**src/rtl/alu_bcd_pkg.sv**
```systemverilog
// alu_bcd_pkg: shared definitions for the ALU / BCD display block.
//   - op_e    : operation codes driven on the op port
//   - state_e : controller states
//   - 7-segment constants (active-low, bit0..6 = a..g, bit7 = DP off)
package alu_bcd_pkg;

    typedef enum logic [1:0] {
        OP_ADD = 2'b00,
        OP_SUB = 2'b01,
        OP_MUL = 2'b10,
        OP_DIV = 2'b11
    } op_e;

    typedef enum logic [1:0] {
        ST_IDLE,
        ST_CALC,
        ST_CONV,
        ST_DONE
    } state_e;

    localparam int BCD_DIGITS = 5;

    localparam logic [7:0] SEG_BLANK = 8'hFF;
    localparam logic [7:0] SEG_MINUS = 8'hBF;
    localparam logic [7:0] SEG_E     = 8'h86;

    // Entry [d] is the pattern for decimal digit d.
    localparam logic [9:0][7:0] SEG_DIGITS = {
        8'h90, 8'h80, 8'hF8, 8'h82, 8'h92,
        8'h99, 8'hB0, 8'hA4, 8'hF9, 8'hC0
    };

endpackage

```
**src/rtl/seg7_encode.sv**
```systemverilog
// seg7_encode: combinational BCD digit to active-low 7-segment pattern.
//   bcd_i   : BCD digit 0..9 (codes above 9 show blank)
//   blank_i : force the digit dark
//   seg_o   : active-low segments, bit7 = DP (always off)
module seg7_encode
    import alu_bcd_pkg::*;
(
    input  logic [3:0] bcd_i,
    input  logic       blank_i,
    output logic [7:0] seg_o
);

    always_comb begin
        seg_o = SEG_BLANK;
        if (!blank_i && (bcd_i <= 4'd9))
            seg_o = SEG_DIGITS[bcd_i];
    end

endmodule

```
**src/rtl/alu_bcd_display.sv**
```systemverilog
// alu_bcd_display: WIDTH-bit unsigned ALU (add, sub, sequential multiply,
// sequential restoring divide) with sequential double-dabble BCD conversion
// and six active-low 7-segment digit outputs.
//   CLK_50, rst      : clock, asynchronous active-high reset
//   en               : global enable, low freezes everything
//   start, op, A, B  : operation request (accepted only when idle)
//   busy, done       : status; done pulses when outputs update
//   result, neg, err : magnitude / quotient, negative flag, divide-by-zero
//   disp0..disp5     : digit outputs, disp0 least significant, disp5 sign
module alu_bcd_display
    import alu_bcd_pkg::*;
#(
    parameter int WIDTH = 8
) (
    input  logic               CLK_50,
    input  logic               rst,
    input  logic               en,
    input  logic               start,
    input  logic [1:0]         op,
    input  logic [WIDTH-1:0]   A,
    input  logic [WIDTH-1:0]   B,
    output logic               busy,
    output logic               done,
    output logic [2*WIDTH-1:0] result,
    output logic               neg,
    output logic               err,
    output logic [7:0]         disp0,
    output logic [7:0]         disp1,
    output logic [7:0]         disp2,
    output logic [7:0]         disp3,
    output logic [7:0]         disp4,
    output logic [7:0]         disp5
);

    localparam int RW = 2 * WIDTH;
    localparam int CW = $clog2(RW + 1);
    localparam logic [CW-1:0] CALC_LAST = CW'(WIDTH - 1);
    localparam logic [CW-1:0] CONV_LAST = CW'(RW);

    state_e          state_q;
    op_e             op_q;
    logic [CW-1:0]   cnt_q;
    logic [RW-1:0]   a_q;        // operand A; shifting multiplicand / dividend
    logic [WIDTH-1:0] b_q;       // operand B; shifting multiplier / divisor
    logic [RW-1:0]   res_q;      // sum, product or quotient under construction
    logic [WIDTH-1:0] rem_q;     // divide remainder
    logic            neg_c_q, err_c_q;
    logic [RW-1:0]   bin_q;
    logic [19:0]     bcd_q;
    logic            busy_q, done_q, neg_q, err_q;
    logic [RW-1:0]   result_q;
    logic [5:0][7:0] disp_q;

    logic [RW-1:0]   b_ext, diff, prod_nx, quo_nx, calc_res;
    logic            sub_neg, fits;
    logic [WIDTH:0]  trial;
    logic [WIDTH-1:0] rem_nx;
    logic [15:0]     adj;
    logic [BCD_DIGITS-1:0]      blank;
    logic [BCD_DIGITS-1:0][7:0] seg_w;

    assign b_ext = {{WIDTH{1'b0}}, b_q};

    // Arithmetic step logic for all operations.
    always_comb begin
        sub_neg = b_ext > a_q;
        diff    = sub_neg ? (b_ext - a_q) : (a_q - b_ext);
        prod_nx = res_q + (b_q[0] ? a_q : '0);
        trial   = {rem_q, a_q[WIDTH-1]};
        fits    = trial >= {1'b0, b_q};
        // When the trial does not fit it is below B, so its top bit is zero.
        rem_nx  = fits ? WIDTH'(trial - {1'b0, b_q}) : trial[WIDTH-1:0];
        quo_nx  = {res_q[RW-2:0], fits};
        case (op_q)
            OP_ADD:  calc_res = a_q + b_ext;
            OP_SUB:  calc_res = diff;
            OP_MUL:  calc_res = prod_nx;
            default: calc_res = quo_nx;
        endcase
    end

    // Double-dabble adjust. The top digit never needs it: the value is
    // below 100000, so that digit is at most 6 only after the final shift.
    always_comb begin
        adj = bcd_q[15:0];
        for (int i = 0; i < 4; i++)
            if (bcd_q[4*i +: 4] >= 4'd5)
                adj[4*i +: 4] = bcd_q[4*i +: 4] + 4'd3;
    end

    // Leading-zero blanking; the units digit is always shown.
    always_comb begin
        logic z;
        z     = 1'b1;
        blank = '0;
        for (int i = BCD_DIGITS - 1; i >= 1; i--) begin
            z        = z && (bcd_q[4*i +: 4] == 4'd0);
            blank[i] = z;
        end
    end

    for (genvar g = 0; g < BCD_DIGITS; g++) begin : g_seg
        seg7_encode u_seg (
            .bcd_i   (bcd_q[4*g +: 4]),
            .blank_i (blank[g]),
            .seg_o   (seg_w[g])
        );
    end

    always_ff @(posedge CLK_50 or posedge rst) begin
        if (rst) begin
            state_q  <= ST_IDLE;
            op_q     <= OP_ADD;
            cnt_q    <= '0;
            a_q      <= '0;
            b_q      <= '0;
            res_q    <= '0;
            rem_q    <= '0;
            neg_c_q  <= 1'b0;
            err_c_q  <= 1'b0;
            bin_q    <= '0;
            bcd_q    <= '0;
            busy_q   <= 1'b0;
            done_q   <= 1'b0;
            neg_q    <= 1'b0;
            err_q    <= 1'b0;
            result_q <= '0;
            disp_q   <= {{5{SEG_BLANK}}, SEG_DIGITS[0]};
        end else if (en) begin
            case (state_q)
                ST_IDLE: begin
                    if (start) begin
                        a_q     <= RW'(A);
                        b_q     <= B;
                        op_q    <= op_e'(op);
                        res_q   <= '0;
                        rem_q   <= '0;
                        cnt_q   <= '0;
                        neg_c_q <= 1'b0;
                        err_c_q <= 1'b0;
                        busy_q  <= 1'b1;
                        neg_q   <= 1'b0;
                        err_q   <= 1'b0;
                        state_q <= ST_CALC;
                    end
                end
                ST_CALC: begin
                    if (op_q == OP_DIV && b_q == '0) begin
                        // Divide by zero: land on the final CONV cycle so the
                        // next edge reports the error without converting.
                        err_c_q <= 1'b1;
                        res_q   <= '0;
                        cnt_q   <= CONV_LAST;
                        state_q <= ST_CONV;
                    end else begin
                        if (op_q == OP_MUL) begin
                            a_q <= a_q << 1;
                            b_q <= b_q >> 1;
                        end else if (op_q == OP_DIV) begin
                            a_q   <= a_q << 1;
                            rem_q <= rem_nx;
                        end
                        res_q <= calc_res;
                        if (op_q == OP_ADD || op_q == OP_SUB || cnt_q == CALC_LAST) begin
                            neg_c_q <= (op_q == OP_SUB) && sub_neg;
                            bin_q   <= calc_res;
                            bcd_q   <= '0;
                            cnt_q   <= '0;
                            state_q <= ST_CONV;
                        end else begin
                            cnt_q <= cnt_q + CW'(1);
                        end
                    end
                end
                ST_CONV: begin
                    if (cnt_q == CONV_LAST) begin
                        done_q   <= 1'b1;
                        result_q <= res_q;
                        neg_q    <= neg_c_q;
                        err_q    <= err_c_q;
                        if (err_c_q)
                            disp_q <= {{5{SEG_BLANK}}, SEG_E};
                        else
                            disp_q <= {neg_c_q ? SEG_MINUS : SEG_BLANK, seg_w};
                        state_q  <= ST_DONE;
                    end else begin
                        bcd_q <= {bcd_q[18:16], adj, bin_q[RW-1]};
                        bin_q <= bin_q << 1;
                        cnt_q <= cnt_q + CW'(1);
                    end
                end
                default: begin
                    done_q  <= 1'b0;
                    busy_q  <= 1'b0;
                    state_q <= ST_IDLE;
                end
            endcase
        end
    end

    assign busy   = busy_q;
    assign done   = done_q;
    assign result = result_q;
    assign neg    = neg_q;
    assign err    = err_q;
    assign disp0  = disp_q[0];
    assign disp1  = disp_q[1];
    assign disp2  = disp_q[2];
    assign disp3  = disp_q[3];
    assign disp4  = disp_q[4];
    assign disp5  = disp_q[5];

endmodule

```
**config.mk**
```make
export PLATFORM = sky130hd
export DESIGN_NAME = alu_bcd_display
export DESIGN_NICKNAME = d
export VERILOG_FILES = /design/src/rtl/alu_bcd_pkg.sv /design/src/rtl/seg7_encode.sv /design/src/rtl/alu_bcd_display.sv
export SDC_FILE = /design/constraint.sdc
export NUM_CORES = 1
export LEC_CHECK = 0
export BUFFER_PORTS_ARGS = -buffer_cell sky130_fd_sc_hd__buf_2
export CORE_MARGIN = 10
export CORE_UTILIZATION = 37
export DETAILED_ROUTE_END_ITERATION = 8
export PLACE_DENSITY = 0.51
export SLEW_MARGIN = 20
export SYNTH_ARGS = -nofsm -noshare
export SYNTH_HDL_FRONTEND = slang
export SYNTH_HIERARCHICAL = 1
export SYNTH_SLANG_ARGS = --single-unit
```
**constraint.sdc**
```tcl
create_clock -name CLK_50 -period 5.8 [get_ports CLK_50]
set_input_delay 0.87 -clock CLK_50 [delete_from_list [all_inputs] [get_ports CLK_50]]
set_output_delay 0.87 -clock CLK_50 [all_outputs]
set_load 0.05 [all_outputs]
```
==> impl_metrics.py <==
metrics = {
    "synthesis": {
        "ys_ff_latch": 156,
        "synth_top_area_share_pct": 27.0,
        "yosys.area.top_type": "dfrtp_1",
        "ys.flop_type": "dfrtp_1",
        "syn_area_per_cell_um2": 8.37,
        "yosys-top-cells-count": "nand2_1 (230), o21ai_0 (147), nor2_1 (124)",
        "syn-cell-area_um2": 11200,
        "ys_types": 78,
        "yosysMostFrequentCell": "nand2_1",
        "yosysSeqAreaShare_pct": 35.3,
        "yosys_warnings": 6,
        "synth.area.top_cells": "dfrtp_1 (27%), ha_1 (10%), dfstp_2 (8.2%), nand2_1 (7.7%), o21ai_0 (6.6%)",
        "async_flop_share_pct": 100,
        "netlist_instances": 1337,
        "synth_edf_count": 0,
    },
    "die": {
        "initial_core_util_pct": 37.7,
        "core_um2": 29700,
        "row_count": 63,
        "dieWidth_um": 194,
        "ios": 90,
        "die-area_um2": 37600,
        "die_height_um": 194,
    },
    "power": {
        "power_switching_w": 0.00289,
        "p_sw_share_pct": 47.3,
        "p_seq_share_pct": 26.8,
        "cell_internal_pwr_w": 0.00321,
        "ir_drop_uv": 244,
        "pwr-share-comb_pct": 54.4,
        "p_leak_nw": 5.72,
        "finalPower_w": 0.00610,
        "power_frac_clock_pct": 18.8,
        "powerDensity_nw_per_um2": 491,
    },
    "placed_design": {
        "place_hpwl_um": 21500,
        "preCtsSetupSlack_ns": 2.00,
        "io_buffers": 82,
        "gp_congestion": 0.910,
    },
    "routing": {
        "dr.pass1.iters": 5,
        "vias": 9156,
        "wl_per_cell_um": 16.7,
        "ant_nets": 0,
        "drt_iter0_drc": 672,
        "post_drt_via_cell_ratio": 5.15,
        "wirelength_um": 29700,
        "drc_errors": 0,
    },
    "clocking": {
        "post_cts_resized": 0,
        "htreeDepth": 4,
        "cts_tree": "done",
        "clk_latency_ns": 0.45,
        "cts_max_path_buffers": 2,
        "numCtsBuffers": 17,
        "cts_sinks": 156,
        "cts_hold_repair.buffers": 0,
        "path_clk_slew_ns": 0.07,
        "cts_setup_buffers": 0,
        "cts.root.buffer_cell": "clkbuf_16",
    },
    "worst_setup_path": {
        "crit_path_max_fanout": 16,
        "cp_cell_sequence": "inv_1 -> ha_1 -> inv_1 -> fa_1 -> a21o_1 -> a221oi_2 -> a2111oi_4 -> buf_4 -> nor3b_4 -> a21oi_2 -> xor2_1 -> a211o_1 -> o21ai_2",
        "crit_family": "compound AO/OA/AOI/OAI gates",
        "crit_buf_inv": 3,
        "r2r_setup_slack_ns": 1.90,
        "cp-start-kind": "flip-flop",
        "endpoint_kind": "flip-flop",
        "crit_slowest_cell": "a2111oi_4",
        "arrival_ns": 4.26,
        "cp_data_required_time_ns": 6.16,
        "crit_type": "reg2reg",
        "crit_top_cell": "inv_1",
        "slowest_delay_ns": 0.78,
    },
    "global_route": {
        "grt_start_max_net_pins": 73,
        "grt_pass1_wl_um": 49500,
        "grt_use_total_pct": 15.8,
        "grt_antenna_before_repair": 0,
        "grt_overflow": 0,
        "grt_pass1_vias": 8996,
    },
    "timing": {
        "clock_skew_ns": 0.0149,
        "worst_pin_slew_ns": 1.03,
        "max_freq_mhz": 256,
        "finalSetupTns_ns": 0,
        "setup_viol": 0,
        "rsz0062_at_grt": "no",
        "final-max-slew-violation-count": 0,
        "finalCriticalPeriod_ns": 3.90,
        "slew-limit-headroom_pct": 31.1,
        "timing.final.ws_setup_ns": 1.90,
        "fin_crit_sh_pct": 67.3,
        "hold_violations": 0,
    },
    "layout": {
        "nets": 1494,
        "drive_gt1_share_pct": 15.4,
        "area_growth_pct": 11.0,
        "num_antenna_cells": 0,
        "n_fill_cell": 3081,
    },
    "min_path": {
        "hp-class": "reg2reg",
    },
    "outcome": {
        "status": "complete, no violations",
    },
    "run": {
        "max_cap_violations": 0,
    },
}
## layout by cell type (no fill, tap or decap), drive strengths merged, types with 15 or more instances in the layout
cell and instances:
dfrtp 121, mux2i 29, o211ai 22, clkbuf 17, a21o 15, xnor2 25, nand2b 23, nand2 230
nor2 124, inv 75, dfstp 35, a21oi 76, ha 92, nor3 15, o21ai 152, nand3 22
buf 95
## path summary, 6_finish.rpt
| kind | cells after the start | start | end |
|---|---|---|---|
| min | 2 | result[3]$_DFFE_PP0P_ | result[3]$_DFFE_PP0P_ |
| max | 13 | b_q[0]$_DFFE_PP0P_ | bin_q[13]$_DFFE_PP0P_ |
| min in group asynchronous | 2 | rst | disp0[5]$_DFFE_PP0P_ |
| max reg2reg | 13 | b_q[0]$_DFFE_PP0P_ | bin_q[13]$_DFFE_PP0P_ |
| min reg2reg | 2 | result[3]$_DFFE_PP0P_ | result[3]$_DFFE_PP0P_ |
| max in group asynchronous | 3 | rst | bin_q[1]$_DFFE_PP0P_ |
## state kept, by name, summed over array words and instances, names as in the netlist, 5 cells and up
register  flops
bin_q        16
a_q          16
disp1         8
disp4         8
cnt_q         5
b_q           8
disp0         8
disp3         8
disp2         8
res_q        16
result       16
rem_q         8
bcd_q        20
## power groups by stage
| stage | Combinational [W] | Sequential (W) | Clock, W |
|---|---|---|---|
| after floorplan | 0.00233 | 0.00183 | 0 |
| after detailed placement | 0.00330 | 0.00166 | 0 |
| after global routing | 0.00367 | 0.00168 | 0.00123 |
| final | 0.00332 | 0.00163 | 0.00115 |
| after global placement | 0.00330 | 0.00165 | 0 |
| after CTS | 0.00332 | 0.00164 | 0.00118 |
## metal layers
metal | vias up | part of all wire [%] | global-route usage, %
met5 | - | 0 | 0
met4 | 0 | 1.7 | 4.71
met3 | 33 | 3.4 | 3.08
met2 | 148 | 46 | 25.0
met1 | 4317 | 49 | 21.3
li1 | 4658 | - | -
## worst min-delay path: stages (launching register included)
cell and delay, ns:
dfrtp_1 0.34, nand2_1 0.05, nand2_1 0.05
## through the flow
stage / instance area [um2] / util, % / std cells / hold WS, ns
after CTS: 12400 / 41.8 / 1778 / 0.477
after global placement: 11800 / 39.8 / 1746 / 0.457
after floorplan: 11200 / - / 1343 / 0.451
after detailed placement: 11800 / 39.8 / 1746 / 0.462
after global routing: 12400 / 41.8 / 1778 / 0.489
final: 12400 / 41.8 / 1778 / 0.469
## area by class of cell
type	count	area (um2)	share of cell area, %
Timing Repair Buffer	95	508	4.09
Sequential cell	156	3950	31.8
Clock buffer	17	425	3.42
Clock inverter	15	163	1.31
Tap cell	390	488	3.93
Multi-Input combinational cell	1034	6620	53.3
Inverter	71	272	2.19
## kinds of logic (layout without fill, tap and decap cells)
kind of cell / after synthesis / after routing / share of synthesized area, %
AOI/OAI and AO/OA: 366 / 366 / 21.5
xor gates and xnor gates: 39 / 39 / 3.05
adders and majority gates: 97 / 97 / 11.2
buffers and inverters: 153 / 198 / 6.05
DFF: 156 / 156 / 35.3
muxes: 38 / 38 / 3.60
other: 7 / 13 / 0.235
and+or+nand+nor: 481 / 481 / 19.1
Note: power is estimated with default switching activity, not from simulation.
